File: src/rtl/eth_pkg.sv
// Shared types and constants for the Ethernet TX/RX framing blocks.
// Latency: n/a (declarations only).
// Backpressure: n/a.
package eth_pkg;

  typedef enum logic [2:0] {
    IDLE,
    DATA,
    PAD,
    FCS,
    GAP
  } fcs_state_t;

  localparam logic [31:0] CRC32_POLY_REFL = 32'hEDB88320;
  localparam logic [31:0] CRC32_INIT      = 32'hFFFFFFFF;
  localparam int          ETH_MIN_LEN     = 60;
  localparam int          ETH_IFG         = 12;

endpackage

File: src/rtl/crc32_d8_next.sv
// Reflected CRC-32 update for one byte, data bit 0 shifted in first.
// Latency: combinational.
// Backpressure: none; the caller decides when to register crc_out.
//
// Ports:
//   crc_in  [31:0]  running CRC register
//   d       [7:0]   byte to fold in
//   crc_out [31:0]  CRC after the byte
module crc32_d8_next
  import eth_pkg::*;
(
  input  logic [31:0] crc_in,
  input  logic [7:0]  d,
  output logic [31:0] crc_out
);

  always_comb begin
    crc_out = crc_in;
    for (int i = 0; i < 8; i++) begin
      if (crc_out[0] ^ d[i]) begin
        crc_out = (crc_out >> 1) ^ CRC32_POLY_REFL;
      end else begin
        crc_out = crc_out >> 1;
      end
    end
  end

endmodule

File: src/rtl/eth_fcs_append.sv
// Ethernet TX framing: pads short frames with zeros, appends CRC-32 FCS, enforces IFG.
// Latency: 1 cycle from input accept to the byte appearing on m_data (registered output).
// Backpressure: m_ready stall holds the output register; s_ready is low while stalled,
//   while padding/emitting FCS, and for IFG cycles after the frame's last FCS byte.
//
// Ports:
//   clk, reset                synchronous active-high reset
//   s_data/s_valid/s_last     frame byte stream in, s_ready accepts
//   m_data/m_valid/m_last     framed byte stream out (m_last on final FCS byte), m_ready accepts
//   busy                      high whenever a frame or gap is in progress
module eth_fcs_append
  import eth_pkg::*;
#(
  parameter int MIN_LEN = ETH_MIN_LEN,
  parameter int IFG     = ETH_IFG
) (
  input  logic       clk,
  input  logic       reset,
  input  logic [7:0] s_data,
  input  logic       s_valid,
  input  logic       s_last,
  output logic       s_ready,
  output logic [7:0] m_data,
  output logic       m_valid,
  output logic       m_last,
  input  logic       m_ready,
  output logic       busy
);

  fcs_state_t  state;
  logic [31:0] crc;
  logic [31:0] crc_nxt;
  logic [15:0] len;
  logic [16:0] len_p1;
  logic [15:0] len_sat;
  logic [1:0]  fcs_idx;
  logic [15:0] ifg_cnt;
  logic [7:0]  crc_byte;
  logic [7:0]  fcs_byte;
  logic        adv;
  logic        accept;

  // Output register may take a new byte when empty or being drained this cycle.
  assign adv     = ~m_valid | m_ready;
  assign s_ready = ~reset & adv & ((state == IDLE) || (state == DATA));
  assign accept  = s_valid & s_ready;
  assign busy    = (state != IDLE);

  // Pad bytes are zero and are covered by the CRC just like payload.
  assign crc_byte = (state == PAD) ? 8'h00 : s_data;

  crc32_d8_next u_crc (
    .crc_in  (crc),
    .d       (crc_byte),
    .crc_out (crc_nxt)
  );

  // len+1 computed one bit wider so the pad comparison never wraps.
  assign len_p1   = {1'b0, len} + 17'd1;
  assign len_sat  = (&len) ? len : len_p1[15:0];
  assign fcs_byte = ~crc[{fcs_idx, 3'b000} +: 8];

  always_ff @(posedge clk) begin
    if (reset) begin
      state   <= IDLE;
      crc     <= CRC32_INIT;
      len     <= 16'd0;
      fcs_idx <= 2'd0;
      ifg_cnt <= 16'd0;
      m_data  <= 8'h00;
      m_valid <= 1'b0;
      m_last  <= 1'b0;
    end else begin
      // Drained with nothing new loaded: output goes empty.
      if (adv) begin
        m_valid <= 1'b0;
        m_last  <= 1'b0;
      end

      case (state)
        IDLE, DATA: begin
          if (accept) begin
            m_data  <= s_data;
            m_valid <= 1'b1;
            crc     <= crc_nxt;
            len     <= len_sat;
            if (s_last) begin
              fcs_idx <= 2'd0;
              state   <= (len_p1 < 17'(MIN_LEN)) ? PAD : FCS;
            end else begin
              state <= DATA;
            end
          end
        end

        PAD: begin
          if (adv) begin
            m_data  <= 8'h00;
            m_valid <= 1'b1;
            crc     <= crc_nxt;
            len     <= len_sat;
            if (len_p1 >= 17'(MIN_LEN)) begin
              state <= FCS;
            end
          end
        end

        FCS: begin
          if (m_last) begin
            // Final FCS byte is in the output register; leave only once it is taken.
            if (m_ready) begin
              crc <= CRC32_INIT;
              len <= 16'd0;
              if (IFG == 0) begin
                state <= IDLE;
              end else begin
                ifg_cnt <= 16'd0;
                state   <= GAP;
              end
            end
          end else if (adv) begin
            m_data  <= fcs_byte;
            m_valid <= 1'b1;
            m_last  <= (fcs_idx == 2'd3);
            fcs_idx <= fcs_idx + 2'd1;
          end
        end

        GAP: begin
          if (ifg_cnt == 16'(IFG - 1)) begin
            ifg_cnt <= 16'd0;
            state   <= IDLE;
          end else begin
            ifg_cnt <= ifg_cnt + 16'd1;
          end
        end

        default: state <= IDLE;
      endcase
    end
  end

endmodule

File: config.mk
export PLATFORM = sky130hd
export DESIGN_NAME = eth_fcs_append
export DESIGN_NICKNAME = d
export VERILOG_FILES = /design/src/rtl/eth_pkg.sv /design/src/rtl/crc32_d8_next.sv /design/src/rtl/eth_fcs_append.sv
export SDC_FILE = /design/constraint.sdc
export NUM_CORES = 1
export LEC_CHECK = 0
export CELL_PAD_IN_SITES_DETAIL_PLACEMENT = 1
export CELL_PAD_IN_SITES_GLOBAL_PLACEMENT = 1
export CORE_MARGIN = 3
export CORE_UTILIZATION = 50
export CTS_BUF_LIST = sky130_fd_sc_hd__clkbuf_4 sky130_fd_sc_hd__clkbuf_8
export DETAILED_ROUTE_END_ITERATION = 8
export GPL_TIMING_DRIVEN = 0
export PLACE_DENSITY = 0.94
export SYNTH_ARGS = -nofsm -noshare
export SYNTH_HDL_FRONTEND = slang
export SYNTH_HIERARCHICAL = 1
export SYNTH_SLANG_ARGS = --single-unit
File: constraint.sdc
create_clock -name clk -period 5.5 [get_ports clk]
set_clock_uncertainty 0.15 [all_clocks]
set_input_delay 0.825 -clock clk [delete_from_list [all_inputs] [get_ports clk]]
set_output_delay 0.825 -clock clk [all_outputs]
set_load 0.02 [all_outputs]
==> results of run 1 <==
## cell usage in the layout, fill, tap and decap left out, types with 11 or more instances in the layout
master,netlist,final
dfxtp_1,79,79
clkdlybuf4s50_1,0,23
o21ai_0,45,45
a211oi_1,11,11
xnor2_1,50,50
a21oi_1,27,27
xor2_1,24,24
nand3_1,17,17
clkbuf_1,34,34
nand2_1,33,33
a31oi_1,11,11
nor3_1,39,39
nor2_1,87,87
nand4_1,12,12
## metal layers
layer  track usage, %  wire [um]  vias to the layer above
met5                0          0                        -
met4             18.6       1020                        0
met3             7.57       1250                      120
met2             55.4       8510                      314
met1             39.6       6990                     2332
li1                 -          -                     2086
## metrics by stage
| stage | area, um^2 | total power, mW |
|---|---|---|
| after floorplan | 4800 | 1.54 |
| after detailed placement | 5190 | 1.77 |
| after CTS | 5370 | 2.25 |
| final | 5370 | 2.28 |
| after global placement | 5190 | 1.69 |
| after global routing | 5370 | 2.37 |
## registers in the layout (all words and copies together) (netlist names)
signal,flops
m_data,8
crc,32
ifg_cnt,16
fcs_idx,2
state,3
len,16
m_valid,1
m_last,1
## how the worst max path moves through the flow
stage          cells after the start  slack, ns  endpoint      start
2_1_floorplan                     12       2.39   crc[20]   state[2]
3_3_place_gp                       8       1.89   crc[20]  s_data[1]
3_5_place_dp                       8       1.81   crc[20]  s_data[1]
4_1_cts                           12       1.62   crc[19]   state[2]
5_1_grt                           12       1.41   crc[19]   state[2]
6_report                          12       1.55   crc[19]   state[2]
## area by class of cell
cell class              count  share of cell area [%]
clock buffers               9                    2.31
plain buffers              42                    3.19
clock inverters             7                    1.02
multi-input cells         453                    56.3
flip-flops and latches     79                    29.4
inverters                   6                   0.419
well taps                 129                    3.00
repair buffers             23                    4.29
## worst max-delay path: stages (launching register included)
cell and delay [ns]:
dfxtp_1 0.33, buf_4 0.18, nand2b_1 0.15, buf_4 0.18, nor2_1 0.16, clkbuf_1 0.45, nor2b_1 0.20, xnor2_2 0.47
xnor2_1 0.35, xnor2_1 0.68, xnor2_1 0.16, nor3_1 0.24, o21ai_0 0.10
## cell families (layout without fill, tap and decap cells)
group / count (synthesis) / after routing
and+or+nand+nor: 239 / 239
AOI/OAI and AO/OA: 112 / 112
DFF: 79 / 79
xor gates and xnor gates: 89 / 89
adders and majority gates: 4 / 4
buffers and inverters: 48 / 87
muxes: 9 / 9
## cell usage after synthesis, types with 4 or more instances
cell / count
clkbuf_1: 34
and4_1: 5
or3_1: 6
and3_1: 6
a211oi_1: 11
nor2_1: 87
nand3_1: 17
xor2_2: 5
nor4b_1: 4
inv_1: 6
nand2b_1: 4
nor3_1: 39
dfxtp_1: 79
buf_2: 5
xor2_1: 24
nand4_1: 12
mux4_2: 8
xnor2_2: 5
xnor2_1: 50
a31oi_1: 11
ha_1: 4
nor2b_1: 9
a21oi_1: 27
nand2_1: 33
nor3b_1: 5
o21ai_0: 45
## power breakdown
part	leakage [nW]	internal [mW]	total (mW)	switching, mW
Sequential	0.644	0.658	0.761	0.103
Combinational	1.09	0.492	1.09	0.603
Clock	0.0866	0.169	0.426	0.257
==> summary.md, run 1 <==
| Metric | Value |
|---|---|
| Maximum clock rate | `about 250 MHz` |
| Yosys top cell by area | `dfxtp_1` |
| Post-Synth Simple-Gate Area | `around 25%` |
| Final Non-Filler Cells | `between 700 and 800` |
| Clk sink count | `roughly 80` |
| DIE AREA | `10800 um^2` |
| Asr flop ratio synth | `0%` |
| Routed Antenna Nets | `0` |
| Setup slack after placement | `1.81 ns` |
| CTS Buf Count | `9` |
| Post-synthesis xor/xnor area fraction | `19.5%` |
| Buffers inserted by post-CTS timing repair | `0` |
| Initial DRC count | `about 440` |
| CTS-repair resized insts | `0` |
| Slew margin rel. | `between 30% and 40%` |
| Initial Util | `around half` |
| Util after Layout | `57.9%` |
| Share of cells above drive strength 1 | `7.92%` |
| Chip height | `around 100 um` |
| Antenna violations before repair | `0` |
| First-pass GRT wire length | `~28 mm` |
| R2R cell count | `12` |
| Nets | `631` |
| Post-synthesis adder-cell area fraction | `approximately 1.0%` |
| Worst EP required | `around 5.6 ns` |
| Setup CP Type | `reg2reg` |
| Reg2Reg Capture Point | `crc[19]` |
| # fillers | `1148` |
| Peak VDD IR | `between 200 and 300 uV` |
| Vias after detailed routing | `roughly 4900` |
| Cells after Synth | `580` |
| Post-CTS Hold Fix Bufs | `0` |
| RR Startpoint | `state[2]` |
| DR vias/cell | `6.49` |
| Detail Placement HPWL | `about 12 mm` |
| CTS tree | `done` |
| Post-Place Cells | `between 700 and 800` |
| Hold endpoint | `m_data[1]` |
| MaxCap Viol Count | `0` |
| HP Start | `m_data[1]` |
| Router iterations before antenna repair | `6` |
| Worst-path maximum fanout | `10` |
| Final wirelength | `around 18 mm` |
| Post-synth cell types | `60` |
| Syn Nets | `just under 600` |
| CTS clock-pin slew for the worst setup and hold paths | `approximately 0.090 ns` |
| Register bit count reported by yosys | `79` |
| Power per standard cell area | `425 nW/um^2` |
| Total track usage | `33.3%` |
| Post-synthesis compound-gate area fraction | `between 10% and 20%` |
| Worst-skew pair later-pin latency | `0.38 ns` |
| CP Capture Type | `flip-flop` |
| Syn Std Cell Area | `4800 um^2` |
| Fin Setup TNS | `0 ns` |
| Row Count | `35` |
| Largest net degree at the start of global routing | `16` |
| Routed len/inst | `approximately 24 um` |
| Multi-input gate area | `~3000 um^2` |
| Post-synthesis area per instance | `around 8.3 um^2` |
| Clk buf depth | `2` |
| Flop2flop setup slack | `1.55 ns` |
| Most used DFF post-synth | `dfxtp_1` |
| P_leak | `between 1.5 and 2 nW` |
| Fin Hold WS | `between 0.3 and 0.4 ns` |
| Chip width | `a little over 100 um` |
| Number of global-route vias before repair | `roughly 5200` |
| Register area | `about 1600 um^2` |
| N_diodes | `0` |
| I/O pins | `25` |
| Post-synthesis mux area share | `3.96%` |
| Sequential area share after synthesis | `between 30% and 40%` |
| Fin crit share | `71.9%` |
| Post-route setup slack | `roughly 1.5 ns` |
| Hold Path Class | `reg2reg` |
| Crit path DAT | `a little over 4 ns` |
| Synth top area cells | `dfxtp_1, xnor2_1, nor2_1` |
| Least-Margin Pin Slew | `0.930 ns` |
| Synth-to-Final Area Change | `11.9%` |
| Core area | `roughly 9300 um^2` |
| Largest family of logic cells by synthesized area | `simple AND/OR/NAND/NOR gates` |
| Final setup vio count | `0` |
| GP Congestion | `between 0.8 and 0.9` |
| Number of enable flip-flop cells after synthesis | `0` |
| Status | `finished, final reports clean` |
| Worst Hold Depth | `2` |
| Fin crit period | `3.95 ns` |
| Max-slew violations | `0` |
| # DRC | `0` |
| Fin. Hold Viols | `0` |
| Clk root buf | `clkbuf_8` |
| RSZ-0062 raised after global routing | `false` |
| Critical Path Source Type | `flip-flop` |
| Yosys warns | `6` |
| IO Port Bufs | `23` |
| H-Tree Depth | `3` |
| GRT Residual Overflow | `0` |
| Top cell type's share of synthesized area | `between 30% and 40%` |
Note: power is estimated with default switching activity, not from simulation.
==> run 2: changes to the inputs <==
--- a/config.mk
+++ b/config.mk
@@ -8,11 +8,11 @@
 export CELL_PAD_IN_SITES_DETAIL_PLACEMENT = 1
 export CELL_PAD_IN_SITES_GLOBAL_PLACEMENT = 1
 export CORE_MARGIN = 3
-export CORE_UTILIZATION = 50
+export CORE_UTILIZATION = 43
 export CTS_BUF_LIST = sky130_fd_sc_hd__clkbuf_4 sky130_fd_sc_hd__clkbuf_8
 export DETAILED_ROUTE_END_ITERATION = 8
 export GPL_TIMING_DRIVEN = 0
-export PLACE_DENSITY = 0.94
+export PLACE_DENSITY = 0.87
 export SYNTH_ARGS = -nofsm -noshare
 export SYNTH_HDL_FRONTEND = slang
 export SYNTH_HIERARCHICAL = 1
==> constraint.sdc (replaced) <==
create_clock -name clk -period 3.5 [get_ports clk]
set_clock_uncertainty 0.15 [all_clocks]
set_input_delay 0.525 -clock clk [delete_from_list [all_inputs] [get_ports clk]]
set_output_delay 0.525 -clock clk [all_outputs]
set_load 0.02 [all_outputs]
==> summary.md, run 2 (synthesis results as in run 1) <==
| Metric | Value |
|---|---|
| Hold endpoint | `m_data[4] (was m_data[1])` |
| CTS clock-pin slew for the worst setup and hold paths | `0.08 ns (was 0.09 ns)` |
| Chip height | `112 um (was 104 um)` |
| RSZ-0062 raised after global routing | `true (was false)` |
| Biggest regs | `crc x32, ifg_cnt x16, len x16 (unchanged)` |
| Placed cell area | `5200 um^2 (was 5190 um^2)` |
| Antenna violations before repair | `0 (unchanged)` |
| Final setup vio count | `0 (unchanged)` |
| Chip width | `112 um (was 104 um)` |
| Fin crit period | `3.37 ns (was 3.95 ns)` |
| Core area | `10600 um^2 (was 9280 um^2)` |
| Peak VDD IR | `333 uV (was 264 uV)` |
| Most frequent cells in the layout | `nor2_1, dfxtp_1, xnor2_1 (unchanged)` |
| Total power | `3.72 mW (was 2.28 mW)` |
| Post-route cell area | `5530 um^2 (was 5370 um^2)` |
| Routed len/inst | `20.5 um (was 23.8 um)` |
| Critical Path Source Type | `flip-flop (unchanged)` |
| R2R cell count | `12 (unchanged)` |
| CTS tree | `done (unchanged)` |
| Fin crit share | `96.4% (was 71.9%)` |
| Crit path DAT | `3.44 ns (was 4.04 ns)` |
| Status | `finished, final reports clean (unchanged)` |
| Met3 wire len | `704 um (was 1.25 mm)` |
| Util after Layout | `52.1% (was 57.9%)` |
| Setup CP Type | `reg2reg (unchanged)` |
| Hold Path Class | `reg2reg (unchanged)` |
| Worst-skew pair later-pin latency | `0.37 ns (was 0.38 ns)` |
| Router iterations before antenna repair | `5 (was 6)` |
| CP Capture Type | `flip-flop (unchanged)` |
| Slew margin rel. | `44.1% (was 38.0%)` |
| Reg2Reg Capture Point | `crc[19] (unchanged)` |
| Row Count | `37 (was 35)` |
| Vias after detailed routing | `4502 (was 4852)` |
| Maximum clock rate | `297 MHz (was 253 MHz)` |
| Clk sink count | `79 (unchanged)` |
| I/O pins | `25 (unchanged)` |
| Worst-path maximum fanout | `10 (unchanged)` |
| Clk root buf | `clkbuf_8 (unchanged)` |
| Clock power frac | `21.9% (was 18.7%)` |
| GP Congestion | `0.949 (was 0.885)` |
| Clk buf depth | `2 (unchanged)` |
| Highest routed layer | `met4 (unchanged)` |
| P_leak | `1.89 nW (was 1.82 nW)` |
| Metal2 WL | `7.93 mm (was 8.51 mm)` |
| Top reg by flops | `crc (unchanged)` |
| Post-Route M1 WL | `6.49 mm (was 6.99 mm)` |
| RR Startpoint | `state[2] (unchanged)` |
| Number of global-route vias before repair | `4626 (was 5159)` |
| Largest net degree at the start of global routing | `13 (was 16)` |
| Flop2flop setup slack | `0.13 ns (was 1.55 ns)` |
| Fin Hold WS | `0.356 ns (was 0.354 ns)` |
| Worst EP required | `3.57 ns (was 5.59 ns)` |
| Switching Fraction | `37.9% (was 42.2%)` |
| Switching pwr | `1.41 mW (was 963 uW)` |
| IO Port Bufs | `23 (unchanged)` |
| Detail Placement HPWL | `10.6 mm (was 11.7 mm)` |
| MaxCap Viol Count | `0 (unchanged)` |
| HP Start | `m_data[4] (was m_data[1])` |
| Final wirelength | `15.5 mm (was 17.8 mm)` |
| Share of cells above drive strength 1 | `8.70% (was 7.92%)` |
| First-pass GRT wire length | `24.7 mm (was 28.3 mm)` |
| Worst Hold Depth | `2 (unchanged)` |
| Worst setup startpoint | `state[2] (unchanged)` |
| Register share of total power | `31.7% (was 33.3%)` |
| Total track usage | `24.7% (was 33.3%)` |
| N_diodes | `0 (unchanged)` |
| DIE AREA | `12500 um^2 (was 10800 um^2)` |
| Max reg flops | `32 (unchanged)` |
| Routed Antenna Nets | `0 (unchanged)` |
| Synth-to-Final Area Change | `15.1% (was 11.9%)` |
| Gate power share | `46.4% (was 48.0%)` |
| Max-slew violations | `0 (unchanged)` |
| GRT Residual Overflow | `0 (unchanged)` |
| Least-Margin Pin Slew | `0.839 ns (was 0.930 ns)` |
| Nets | `634 (was 631)` |
| Initial DRC count | `311 (was 437)` |
| P_int | `2.31 mW (was 1.32 mW)` |
| CTS Buf Count | `9 (unchanged)` |
| Power per standard cell area | `672 nW/um^2 (was 425 nW/um^2)` |
| # DRC | `0 (unchanged)` |
| DR vias/cell | `5.95 (was 6.49)` |
| H-Tree Depth | `3 (unchanged)` |
| Fin. Hold Viols | `0 (unchanged)` |
| Initial Util | `45.3% (was 51.7%)` |
| Most common cell after layout, fill and taps aside | `nor2_1 (unchanged)` |
[run 2: cell types whose count changed in the layout (fill, tap and decap cells not counted), sizes merged]
cell      change
inv           -3
buf           +3
clkinvlp      -2
bufinv        +2
clkinv        -1
clkbuf        +3
[run 2: per-stage QoR]
stage | TNS, ns | instances | setup slack, ns
final | 0 | 757 | 0.128
after global routing | -0.233 | 757 | -0.0769
after CTS | 0 | 755 | 0.0283
after detailed placement | -0.408 | 739 | -0.209
after global placement | -0.219 | 739 | -0.136
after floorplan | 0 | 580 | 0.385
[run 2: critical path, stage by stage (launching register included)]
cell and delay (ns):
dfxtp_1 0.32, buf_4 0.17, nand2b_1 0.14, buf_4 0.18, nor2_1 0.15, clkbuf_2 0.27
nor2b_1 0.13, xnor2_2 0.25, xnor2_1 0.69, xnor2_2 0.23, xnor2_1 0.21, nor3_1 0.22
o21ai_0 0.11
[run 2: worst max path at each step]
stage                     endpoint  slack, ns  cells past startpoint
after floorplan            crc[20]       0.39                     12
after global placement     crc[20]      -0.14                     12
after detailed placement   crc[20]      -0.21                     12
after CTS                  crc[20]       0.03                     12
after global routing       crc[20]      -0.08                     12
final                      crc[19]       0.13                     12
[run 2: cell type report]
type / instances / area (um^2)
plain buffers: 42 / 173
clock buffers: 12 / 165
clock inverters: 3 / 65.1
fillers: 1282 / 5070
inverters: 6 / 22.5
multi-input cells: 453 / 3100
flip-flops and latches: 79 / 1580
well taps: 136 / 170
repair buffers: 26 / 253
[run 2: timing repair]
item / in CTS / in global routing
buffers inserted: 1 / 2
resized for setup: 1 / 7
pin swaps: 1 / 4
endpoints found under the setup margin: 8 / 8
hold buffers: 0 / 0
[run 2: metal layers]
| layer | vias up | GRT usage, % |
|---|---|---|
| li1 | 2098 | - |
| met1 | 2223 | 30.0 |
| met2 | 145 | 43.4 |
| met3 | 36 | 4.35 |
| met4 | 0 | 9.41 |
| met5 | - | 0 |
[run 2: power by group through the flow]
stage / Clock, mW / Combinational, mW / Sequential, mW
2_1_floorplan: 0 / 1.25 / 1.16
4_1_cts: 0.809 / 1.62 / 1.17
5_1_grt: 0.859 / 1.85 / 1.20
6_report: 0.813 / 1.72 / 1.18
3_3_place_gp: 0 / 1.49 / 1.18
3_5_place_dp: 0 / 1.55 / 1.19
